$ cat src/rtl/gpio_scan_ctrl.sv
// Row/digit scan multiplexer with anti-ghost blanking, plus a once-per-frame
// switch read on the shared LED/switch bus with a consecutive-sample debouncer.
module gpio_scan_ctrl #(
  parameter int unsigned ROWS         = 8,
  parameter int unsigned COLS         = 16,
  parameter int unsigned SEG_W        = 8,
  parameter int unsigned IO_W         = 32,
  parameter int unsigned ROW_CYCLES   = 16384,
  parameter int unsigned BLANK_CYCLES = 2048,
  parameter int unsigned FLOAT_CYCLES = 128,
  parameter int unsigned DEBOUNCE     = 3,
  parameter int unsigned REV_COLS     = 1,
  parameter int unsigned REV_IO       = 1
) (
  input  logic                     clock_50,
  input  logic                     reset,
  input  logic [ROWS*COLS-1:0]     row_data,
  input  logic [ROWS*SEG_W-1:0]    seg_data,
  input  logic [IO_W-1:0]          leds,
  output logic [ROWS-1:0]          row_sel,
  output logic [COLS-1:0]          col_out,
  output logic [SEG_W-1:0]         seg_out,
  output logic [IO_W-1:0]          io_out,
  output logic                     io_oe,
  input  logic [IO_W-1:0]          io_in,
  output logic [IO_W-1:0]          dip_sw,
  output logic                     dip_valid,
  output logic                     dip_changed,
  output logic [$clog2(ROWS)-1:0]  row_idx
);

  localparam int unsigned SLOT_W = (ROW_CYCLES > 1) ? $clog2(ROW_CYCLES) : 1;
  localparam int unsigned ROW_W  = $clog2(ROWS);
  localparam int unsigned FLT_W  = (FLOAT_CYCLES > 1) ? $clog2(FLOAT_CYCLES) : 1;
  localparam int unsigned STB_W  = (DEBOUNCE > 1) ? $clog2(DEBOUNCE) : 1;

  localparam logic [SLOT_W-1:0] SlotLast = SLOT_W'(ROW_CYCLES - 1);
  localparam logic [SLOT_W-1:0] BlankLo  = SLOT_W'(BLANK_CYCLES);
  localparam logic [SLOT_W-1:0] BlankHi  = SLOT_W'(ROW_CYCLES - BLANK_CYCLES);
  localparam logic [ROW_W-1:0]  RowLast  = ROW_W'(ROWS - 1);
  localparam logic [FLT_W-1:0]  FltLast  = FLT_W'(FLOAT_CYCLES - 1);
  localparam logic [STB_W-1:0]  StbLast  = STB_W'(DEBOUNCE - 1);

  typedef enum logic {StDrive, StFloat} state_e;

  logic [SLOT_W-1:0] slot_cnt_q;
  logic [ROW_W-1:0]  row_idx_q;
  logic              slot_wrap;
  logic [31:0]       row_i;
  logic [COLS-1:0]   row_slice, col_d;
  logic [SEG_W-1:0]  seg_d;
  logic [ROWS-1:0]   row_sel_d;
  logic              blank;

  // Scan counters
  assign slot_wrap = (slot_cnt_q == SlotLast);

  always_ff @(posedge clock_50) begin
    if (reset) begin
      slot_cnt_q <= '0;
      row_idx_q  <= '0;
    end else begin
      slot_cnt_q <= slot_wrap ? '0 : slot_cnt_q + SLOT_W'(1);
      if (slot_wrap) begin
        row_idx_q <= (row_idx_q == RowLast) ? '0 : row_idx_q + ROW_W'(1);
      end
    end
  end

  always_comb begin
    row_i     = 32'(row_idx_q);
    row_slice = row_data[row_i*COLS +: COLS];
    seg_d     = seg_data[row_i*SEG_W +: SEG_W];
    col_d     = row_slice;
    if (REV_COLS != 0) begin
      for (int i = 0; i < int'(COLS); i++) col_d[i] = row_slice[COLS-1-i];
    end
    // Dark guard bands at both slot ends stop the previous row ghosting.
    blank     = (slot_cnt_q < BlankLo) || (slot_cnt_q >= BlankHi);
    row_sel_d = blank ? '0 : (ROWS'(1) << row_idx_q);
  end

  always_ff @(posedge clock_50) begin
    if (reset) begin
      row_sel <= '0;
      col_out <= '0;
      seg_out <= '0;
    end else begin
      row_sel <= row_sel_d;
      col_out <= col_d;
      seg_out <= seg_d;
    end
  end

  assign row_idx = row_idx_q;

  // Switch-read FSM
  state_e           state_q, state_d;
  logic [FLT_W-1:0] flt_cnt_q;
  logic             flt_last, capture, drive_d;
  logic [IO_W-1:0]  leds_rev, sample;

  assign flt_last = (flt_cnt_q == FltLast);

  always_ff @(posedge clock_50) begin
    if (reset) begin
      state_q   <= StDrive;
      flt_cnt_q <= '0;
    end else begin
      state_q   <= state_d;
      flt_cnt_q <= (state_q == StFloat && !flt_last) ? flt_cnt_q + FLT_W'(1) : '0;
    end
  end

  always_comb begin
    state_d = state_q;
    unique case (state_q)
      StDrive: if (row_idx_q == '0 && slot_cnt_q == '0) state_d = StFloat;
      StFloat: if (flt_last) state_d = StDrive;
      default: state_d = StDrive;
    endcase
  end

  always_comb begin
    drive_d  = (state_d == StDrive);
    capture  = (state_q == StFloat) && flt_last;
    leds_rev = leds;
    sample   = io_in;
    if (REV_IO != 0) begin
      for (int i = 0; i < int'(IO_W); i++) begin
        leds_rev[i] = leds[IO_W-1-i];
        sample[i]   = io_in[IO_W-1-i];
      end
    end
  end

  always_ff @(posedge clock_50) begin
    if (reset) begin
      io_oe  <= 1'b0;
      io_out <= '0;
    end else begin
      io_oe <= drive_d;
      if (drive_d) io_out <= leds_rev;
    end
  end

  // Debouncer
  logic [IO_W-1:0]  prev_q, dip_sw_q;
  logic             prev_valid_q, dip_valid_q, dip_changed_q, take;
  logic [STB_W-1:0] stable_q, stable_d;

  always_comb begin
    stable_d = '0;
    if (prev_valid_q && sample == prev_q) begin
      stable_d = (stable_q == StbLast) ? stable_q : stable_q + STB_W'(1);
    end
    take = capture && (stable_d == StbLast) && (sample != dip_sw_q);
  end

  always_ff @(posedge clock_50) begin
    if (reset) begin
      prev_q        <= '0;
      prev_valid_q  <= 1'b0;
      stable_q      <= '0;
      dip_sw_q      <= '0;
      dip_valid_q   <= 1'b0;
      dip_changed_q <= 1'b0;
    end else begin
      dip_valid_q   <= capture;
      dip_changed_q <= take;
      if (capture) begin
        prev_q       <= sample;
        prev_valid_q <= 1'b1;
        stable_q     <= stable_d;
      end
      if (take) dip_sw_q <= sample;
    end
  end

  assign dip_sw      = dip_sw_q;
  assign dip_valid   = dip_valid_q;
  assign dip_changed = dip_changed_q;

endmodule

$ cat config.mk
export PLATFORM = sky130hd
export DESIGN_NAME = gpio_scan_ctrl
export DESIGN_NICKNAME = d
export VERILOG_FILES = /design/src/rtl/gpio_scan_ctrl.sv
export SDC_FILE = /design/constraint.sdc
export NUM_CORES = 1
export LEC_CHECK = 0
export ABC_AREA = 1
export BUFFER_PORTS_ARGS = -buffer_cell sky130_fd_sc_hd__buf_2
export CORE_ASPECT_RATIO = 0.7
export CORE_MARGIN = 3
export CORE_UTILIZATION = 30
export DETAILED_ROUTE_END_ITERATION = 10
export SETUP_SLACK_MARGIN = 0.15
export SLEW_MARGIN = 10
export SYNTH_ARGS = -nofsm -noshare
export SYNTH_HDL_FRONTEND = slang
export SYNTH_SLANG_ARGS = --single-unit
$ cat constraint.sdc
create_clock -name clock_50 -period 2.1 [get_ports clock_50]
set_input_delay 0 -clock clock_50 [delete_from_list [all_inputs] [get_ports clock_50]]
set_output_delay 0 -clock clock_50 [all_outputs]
set_load 0.03 [all_outputs]
# After elaboration in Yosys (flattened, before gate mapping)
# Index checks and enable logic that the tools add are counted.
# word_totals
reg_bits	159
inputBits	258
out_inout_bits	102
# op_classes
n_addsub	4
magnitude_cmp	2
n_eq_ne	7
shifts	3
n_mux	6
n_bitwise	3
reduce_logical	13
# op_table
cell	n
variable part select 128 x 8 -> 16 bit	1
variable part select 64 x 7 -> 8 bit	1
equality test 32 bit	1
inequality test 32 bit	1
adder 14 x 1 -> 14 bit (second input constant)	1
equality test 14 bit (second input constant)	1
>= comparator 14 bit (second input constant)	1
logical NOT 14 bit	1
less-than comparator 14 x 12 -> 1 bit (second input constant)	1
left shift 1 x 3 -> 8 bit (first input constant)	1
adder 7 x 1 -> 7 bit (second input constant)	1
equality test 7 bit (second input constant)	1
logical AND 1 bit	6
OR reduction 2 bit	3
equality test 2 bit (second input constant)	2
2-to-1 mux 2 bit	2
adder 3 x 1 -> 3 bit (second input constant)	1
equality test 3 bit (second input constant)	1
logical NOT 3 bit	1
2-to-1 mux 3 bit	1
NOT 1 bit	3
adder 2 x 1 -> 2 bit (second input constant)	1
2-to-1 mux 1 bit	2
case mux 1 bit (2 select lines)	1
other kinds (2)	2

# Longest topological paths before layout
# Gate-level depths: netlist (run 1).
# depth
word_depth	6
depth_mapped	15
mapped_depth_nobuf	13

# Worst setup path before layout (run 1)
# OpenSTA, ideal clock, no wires.
# synth_path
path_type	register to register
startpoint	reg row_idx_q[0] (netlist: row_idx[0])
endpoint	reg io_out[10]
setup_ns	0.060
arrival_time_ns	2.381
required_ns	2.040
slack_ns	-0.341
stages_incl_launch_ff	14
path_buffers	4
synth_period_minus_slack_ns	2.441
cell_sequence	dfxtp_1 -> buf_2 -> inv_1 -> clkbuf_1 -> clkbuf_1 -> ha_1 -> inv_1 -> nor3_1 -> nand4_1 -> nand2_1 -> nand2_1 -> inv_1 -> clkbuf_1 -> a22o_1
# synth_between
elab_chain_len	4
# synth_rtl
element	line_no	rtl
start, declared	47	logic [ROW_W-1:0] row_idx_q;
start signal, assigned	65	row_idx_q <= (row_idx_q == RowLast) ? '0 : row_idx_q + ROW_W'(1);
logical NOT 3 bit	118	StDrive: if (row_idx_q == '0 && slot_cnt_q == '0) state_d = StFloat;
logical AND 1 bit	118	
2-to-1 mux 1 bit	118	
case mux 1 bit (2 select lines)	117	unique case (state_q)
end signal, assigned	143	if (drive_d) io_out <= leds_rev;
end, declared	23	output logic [IO_W-1:0] io_out,
# No other way between the ends.
# A chain may end at the register's enable or synchronous reset.

# Final worst setup path (run 1)
# layout_path
startpoint	reg flt_cnt_q[1]
endpoint	reg dip_sw_q[8] (netlist: dip_sw[8])
# layout_between
elab_chain_len	4
# layout_rtl
element	line_no	rtl
start, declared	99	logic [FLT_W-1:0] flt_cnt_q;
start signal, assigned	111	flt_cnt_q <= (state_q == StFloat && !flt_last) ? flt_cnt_q + FLT_W'(1) : '0;
equality test 7 bit	103	assign flt_last = (flt_cnt_q == FltLast);
logical AND 1 bit	126	capture = (state_q == StFloat) && flt_last;
logical AND 1 bit (2 in series)	157	take = capture && (stable_d == StbLast) && (sample != dip_sw_q);
end signal, assigned	176	if (take) dip_sw_q <= sample;
end, declared	148	logic [IO_W-1:0] prev_q, dip_sw_q;
# No other way between the ends.

==> metrics.md, run 1 <==
| Metric | Value |
|---|---|
| Status | `complete, no violations` |
| Syn_nets | `1,463` |
| CTS tree | `built` |
| Vias in the first global route | `9,057` |
| Worst path arrival time | `2320 ps` |
| Startpoint types | `flip-flop` |
| FF/Latch Area | `0.00319 mm^2` |
| WL final | `31,800 um` |
| Comb pwr share | `0.161` |
| Clk sink count | `159` |
| Worst Setup SP | `flt_cnt_q[1]$_SDFF_PP0_` |
| Pleak | `6.09 nW` |
| Post-synthesis compound-gate area fraction | `0.202` |
| Pint | `5.90 mW` |
| Initial core utilization | `0.308` |
| Clk slew on worst S/H paths | `60 ps` |
| PwrDens | `618 mW/mm^2` |
| R2R Setup Slk | `150 ps` |
| Vias/cell | `4.71` |
| Largest family of logic cells by synthesized area | `simple AND/OR/NAND/NOR gates` |
| Critical path required time | `2460 ps` |
| Family with the most delay on the worst path | `simple AND/OR/NAND/NOR gates` |
| Yosys top cell area share | `0.398` |
| CP endpoint kind | `flip-flop` |
| Largest cells by area after synthesis | `dfxtp_1 40%, nor2_1 13%, o21ai_0 10%, nand2_1 9.9%, inv_1 5.2%` |
| GRT Resource Usage Total | `0.202` |
| CTS H-tree lvls | `4` |
| Multi-input gate area | `0.00422 mm^2` |
| Yosys top cell by area | `dfxtp_1` |
| GP Congestion | `0.886` |
| Synth Area in Adders | `0.0141` |
| Sw Share | `0.255` |
| Max Slew Vio Count | `0` |
| Clk_skew | `7.81 ps` |
| Fillers | `2,563` |
| Gate Count Post-Synth | `1,196` |
| Clk buf depth | `2` |
| Slew headroom | `0.528` |
| Sw Pwr | `2.02 mW` |
| Clock buffer count from CTS | `17` |
| Dpl hpwl | `21,000 um` |
| Largest net degree at the start of global routing | `102` |
| Detail Route Antenna Nets | `0` |
| Fmax | `512 MHz` |
| First-pass GRT wire length | `46,800 um` |
| Register area share after synthesis | `0.398` |
| Hold Path Class | `in2reg` |
| Worst-Margin Slew | `707 ps` |
| Number of I/O pins | `360` |
| Rows | `49` |
| Yosys Warn Count | `0` |
| Slowest cell delay on critical path | `350 ps` |
| Post-layout min period | `1950 ps` |
| Hold wc startpoint | `row_data[40]` |
| Placed cell areas | `0.0102 mm^2` |
| Die X | `201 um` |
| Max-cap check violation count | `0` |
| Drt first pass iters | `5` |
| Clock Latency Late Sink | `420 ps` |
| Final Cell Area | `0.0128 mm^2` |
| Worst hold stages | `5` |
| GRT overflow | `0` |
| Share of cells above drive strength 1 | `0.288` |
| Xor and xnor area share after synthesis | `0.0340` |
| Setup TNS | `0 ps` |
| Part of the power in registers | `0.404` |
| Initial antenna violation count | `5` |
| Nets@finish | `1,957` |
| FF-to-FF path depth | `15` |
| Mux cell area share after synthesis | `0` |
| Most frequent CP cell | `nand2_2` |
| Worst r2r src | `flt_cnt_q[1]$_SDFF_PP0_` |
| Period utilization | `0.931` |
| Core Area | `0.0259 mm^2` |
| Peak fanout along the critical path | `6` |
| Die Y | `143 um` |
| Initial DRC Count | `730` |
| VDD IR-drop max | `0.000608 V` |
| Die area | `0.0287 mm^2` |
| DR WL/cell | `15.4 um` |
| Unrepaired setup endpoints after global routing | `true` |
| Area Overhead vs Synth | `60.6%` |
| Clock power share | `0.435` |
| Root Driver | `clkbuf_16` |
| Total number of vias | `9,714` |
| Buf/Inv on CP | `3` |
| Distinct cells, synth | `30` |
| Synthesized area per cell | `6.68 um^2` |
| Worst Setup Path Type | `reg2reg` |
| Total chip power | `7.92 mW` |
| Setup violators final | `0` |
| Final hold viol count | `0` |
| Flops & latches, synth | `159` |
| Port bufs | `359` |
| Slowest cell on the critical path | `dfxtp_2` |
| Simple-gate portion of the synthesized area | `0.257` |
| CP cell instances | `ha_4, nand2_2, nor2_2, inv_2, nor2_4, nand2_2, nor2_2, nand2_2, nor2_4, nand4_1, buf_6, clkbuf_16, nand2_1, nand2_1, nor2_1` |
| WHS Endpoint | `col_out[7]$_SDFF_PP0_` |
| # DRC | `0` |
| Synthesized area | `0.00799 mm^2` |
| Critical R2R Capture | `dip_sw[8]$_SDFFE_PP0P_` |
[metrics by stage]
stage	instances	worst slack, ps	utilization	hold WS [ps]
global route	2061	-13.9	0.495	38.1
detailed placement	1863	106	0.393	228
CTS	2049	137	0.479	1.90
floorplan	1196	160	-	135
finish	2062	145	0.495	37.7
global placement	1863	179	0.393	224
[cell usage in the layout, fill, tap and decap left out, drive strengths merged]
cell type and n:
nor3 9, a31oi 24, nor2 273, bufinv 5
nand2 211, o22ai 24, nor4 1, o21a 1
a22o 32, nand4 9, dfxtp 159, xnor2 25
nand3 13, nor3b 4, buf 385, clkinv 2
o21ai 161, xor2 6, inv 122, dlygate4sd3 151
ha 9, a21oi 41, or2 2, o211ai 2
clkinvlp 3, diode 3, clkbuf 28
[power by group through the flow]
stage               Sequential [mW]  Clock (mW)  Combinational [mW]
finish                         3.21        3.45                1.27
CTS                            3.20        3.54                1.25
global placement               3.27           0                1.05
floorplan                      3.48           0               0.339
global route                   3.22        3.64                1.37
detailed placement             3.26           0                1.05
[what timing repair did]
action / 4_1_cts / 5_1_grt
resized for setup: 6 / 61
buffers inserted: 3 / 1
hold buffers: 151 / 0
endpoints found under the setup margin: 43 / 104
pin swaps: 4 / 16
hold endpoints to repair: 126 / 0
cloned: 1 / 9
[worst min-delay path: stages]
cell	delay [ps]
buf_2	100
nor2_1	80
nor2_1	40
o21ai_0	100
a31oi_1	90
[synth_stat cells]
| master | number |
|---|---|
| nor2_1 | 268 |
| nand2_1 | 210 |
| dfxtp_1 | 159 |
| o21ai_0 | 159 |
| inv_1 | 111 |
| clkbuf_1 | 53 |
| a21oi_1 | 41 |
| a22o_1 | 32 |
| xnor2_1 | 25 |
| a31oi_1 | 24 |
| o22ai_1 | 24 |
| nand3_1 | 13 |
| buf_2 | 12 |
| inv_2 | 10 |
| ha_1 | 9 |
| nand4_1 | 9 |
| nor3_1 | 8 |
| xor2_1 | 6 |
| nor2_2 | 4 |
| nor3b_1 | 4 |
| buf_4 | 2 |
| buf_6 | 2 |
| o211ai_1 | 2 |
| o21ai_1 | 2 |
| or2_2 | 2 |
| nand2_2 | 1 |
| nor2_4 | 1 |
| nor3_2 | 1 |
| nor4_1 | 1 |
| o21a_1 | 1 |
[layer usage]
layer / GRT usage / vias up / wire length, um
li1: - / 4854 / -
met1: 0.274 / 4438 / 14800
met2: 0.321 / 372 / 14100
met3: 0.0567 / 44 / 2450
met4: 0.0447 / 6 / 416
met5: 0 / - / 34
[worst max-delay path by stage]
stage	slack [ps]	endpoint	cells after the start
6_report	150	dip_sw[8]$_SDFFE_PP0P_	15
5_1_grt	-10	dip_sw[13]$_SDFFE_PP0P_	14
4_1_cts	140	dip_sw[6]$_SDFFE_PP0P_	15
3_5_place_dp	110	dip_sw[6]$_SDFFE_PP0P_	14
3_3_place_gp	180	dip_sw[6]$_SDFFE_PP0P_	14
2_1_floorplan	160	io_out[10]$_SDFFE_PP0N_	11
[area by class of cell]
| class | count | share of cell area |
|---|---|---|
| inverters | 121 | 0.0358 |
| multi-input cells | 847 | 0.329 |
| repair inverters | 1 | 0.000585 |
| clock inverters | 10 | 0.0143 |
| flip-flops and latches | 159 | 0.249 |
| clock buffers | 21 | 0.0359 |
| well taps | 357 | 0.0348 |
| repair buffers | 543 | 0.300 |
| diodes | 3 | 0.000585 |
[cells by family after synthesis]
group	after synthesis
compound gates	285
xor+xnor	31
fa+ha+maj	9
buf+inv	190
flops	159
simple gates	522
[state kept, by name, indices dropped and copies added (netlist names), 2 cells and up]
register,count
slot_cnt_q,14
stable_q,2
row_idx,3
row_sel,8
dip_sw,32
io_out,32
seg_out,8
col_out,16
flt_cnt_q,7
prev_q,32
Power figures use the tool's default switching activity.
==> run 2: changes to the inputs <==
ABC_AREA = not set   (was 1)
==> metrics.md, run 2 <==
| Metric | Value |
|---|---|
| EDFF count, synth | `0` |
| Unrepaired setup endpoints after global routing | `true` |
| Fillers | `2,367` |
| Async SR Flop Fraction | `0` |
| CTS tree | `built` |
| Final hold viol count | `0` |
| Drt first pass iters | `5` |
| Clock Latency Late Sink | `420 ps` |
| # DRC | `0` |
| Primary FF master, synth | `dfxtp_1` |
| Worst Setup Path Type | `reg2reg` |
| Max Slew Vio Count | `0` |
| Yosys Warn Count | `0` |
| Fmax | `490 MHz` |
| Gate Count Post-Synth | `786` |
| Critical R2R Capture | `dip_sw[20]$_SDFFE_PP0P_` |
| Root Driver | `clkbuf_16` |
| Initial DRC Count | `487` |
| Total number of vias | `7,679` |
| Final worst slack | `58.0 ps` |
| Most common cell after layout, fill and taps aside | `buf_2` |
| Worst-Margin Slew | `794 ps` |
| GP Congestion | `0.961` |
| VDD IR-drop max | `0.000619 V` |
| First-pass GRT wire length | `47,500 um` |
| Core Area | `0.0249 mm^2` |
| Dpl hpwl | `23,800 um` |
| Clock buffer count from CTS | `17` |
| Largest net degree at the start of global routing | `72` |
| Pre-CTS WS | `48.3 ps` |
| Most frequent cells in the layout | `359 x buf_2, 152 x dfxtp_1, 90 x nor2_1` |
| Share of cells above drive strength 1 | `0.433` |
| Vias in the first global route | `7,728` |
| Worst path arrival time | `2400 ps` |
| Synthesized area per cell | `9.79 um^2` |
| Most frequent cells after synthesis | `159 x dfxtp_1, 91 x nor2_1, 71 x nand2_1` |
| WL final | `31,800 um` |
| Number of I/O pins | `360` |
| Die area | `0.0276 mm^2` |
| Die Y | `140 um` |
| Initial antenna violation count | `18` |
| Total chip power | `7.80 mW` |
| Largest cells by area after synthesis | `dfxtp_1 41%, mux4_2 14%, mux2i_1 7.7%, xnor2_1 5.2%, nor2_1 4.4%` |
| Initial core utilization | `0.309` |
| Peak fanout along the critical path | `8` |
| WHS Endpoint | `seg_out[5]$_SDFF_PP0_` |
| Flops & latches, synth | `159` |
| Max-cap check violation count | `0` |
| GRT Resource Usage Total | `0.228` |
| Non-filler cells in the finished layout | `1,568` |
| Port bufs | `359` |
| Yosys top cell area share | `0.414` |
| R2R Setup Slk | `60 ps` |
| Clk_skew | `6.42 ps` |
| Count leader, synth | `dfxtp_1` |
| Die X | `197 um` |
| Fin util | `0.468` |
| Register area share after synthesis | `0.414` |
| Post-layout min period | `2040 ps` |
| Placed insts | `1,443` |
| Synthesized area | `0.00770 mm^2` |
| Pleak | `4.93 nW` |
| Slew headroom | `0.471` |
| Hold wc startpoint | `seg_data[5]` |
| Yosys top cell by area | `dfxtp_1` |
| Min Hold Slack | `25.1 ps` |
| Clk slew on worst S/H paths | `70 ps` |
| Distinct cells, synth | `37` |
| Clk buf depth | `2` |
| CP endpoint kind | `flip-flop` |
| Hold Path Class | `in2reg` |
| CTS H-tree lvls | `4` |
| Rows | `48` |
| Status | `complete, no violations` |
| PwrDens | `669 mW/mm^2` |
| Detail Route Antenna Nets | `0` |
| Worst r2r src | `prev_q[5]$_SDFFE_PP0P_` |
| Period utilization | `0.972` |
| FF-to-FF path depth | `7` |
| Syn_nets | `1,053` |
| Critical path required time | `2460 ps` |
| GRT overflow | `0` |
| Vias/cell | `4.90` |
| Worst hold stages | `4` |
| Setup violators final | `0` |
| Clk sink count | `159` |
| Area Overhead vs Synth | `51.6%` |
| DR WL/cell | `20.3 um` |
| Startpoint types | `flip-flop` |
| Nets@finish | `1,482` |
[run 2: cell count changes in the layout (fill, tap and decap cells not counted), sizes merged, moves of 59 or more]
cell	change
dlygate4sd3	-85
inv	-108
mux2i	+59
nand2	-140
nor2	-182
o21ai	-127
[run 2: logic make-up after synthesis]
logic type                 after synthesis  synth area share
muxes                                  107             0.217
and+or+nand+nor                        259             0.157
buffers and inverters                   70            0.0395
AOI/OAI and AO/OA                      105            0.0707
xor gates and xnor gates                77            0.0876
adders and majority gates                9            0.0146
DFF                                    159             0.414
[run 2: worst max path at each step]
stage,depth (start not counted),start,endpoint
final,7,prev_q[5]$_SDFFE_PP0P_,dip_sw[20]$_SDFFE_PP0P_
after global routing,7,prev_q[5]$_SDFFE_PP0P_,dip_sw[7]$_SDFFE_PP0P_
after CTS,9,dip_sw[9]$_SDFFE_PP0P_,dip_sw[21]$_SDFFE_PP0P_
after detailed placement,7,prev_q[11]$_SDFFE_PP0P_,dip_sw[4]$_SDFFE_PP0P_
after global placement,7,prev_q[11]$_SDFFE_PP0P_,dip_sw[27]$_SDFFE_PP0P_
after floorplan,7,prev_q[11]$_SDFFE_PP0P_,dip_sw[10]$_SDFFE_PP0P_
[run 2: area by class of cell]
class | count | area, um^2 | area share
Inverter | 13 | 48.8 | 0.00418
Antenna cell | 15 | 37.5 | 0.00322
Multi-Input combinational cell | 557 | 4440 | 0.381
Clock inverter | 11 | 136 | 0.0117
Tap cell | 325 | 407 | 0.0349
Clock buffer | 21 | 470 | 0.0403
Timing Repair Buffer | 467 | 2930 | 0.251
Sequential cell | 159 | 3190 | 0.274
[run 2: power breakdown]
| group | switching, mW | internal, mW |
|---|---|---|
| registers | 0.0653 | 3.13 |
| clock network | 1.29 | 1.96 |
| logic | 0.706 | 0.653 |
[run 2: per-stage QoR]
| stage | setup TNS (ps) | instance area [um^2] |
|---|---|---|
| after global routing | -1020 | 11600 |
| after floorplan | 0 | 7720 |
| after detailed placement | 0 | 9970 |
| after global placement | 0 | 9970 |
| final | 0 | 11700 |
| after CTS | 0 | 11500 |
[run 2: routing by layer]
layer  GRT usage  vias to the layer above  routed length (um)  part of all wire
li1            -                     3637                   -                 -
met1       0.318                     3725               14900              0.47
met2       0.337                      271               13700              0.43
met3      0.0796                       40                2350             0.074
met4      0.0551                        6                 787             0.025
met5      0.0247                        -                  34            0.0011
[run 2: repair_timing]
| item | in CTS | in global routing |
|---|---|---|
| endpoints found under the setup margin | 41 | 56 |
| endpoints found under the hold margin | 97 | 0 |
| hold buffers | 66 | 0 |
| setup buffers | 6 | 1 |
| gates cloned | 5 | 0 |
| resized for setup | 53 | 29 |
| pin swaps | 36 | 5 |
[run 2: worst max-delay path: stages (launching register included)]
cell and delay (ps):
dfxtp_1 320, xor2_1 170, nor4_1 420, nand3_1 190, and4bb_4 490, buf_8 170, nand3_1 80, a21oi_1 140
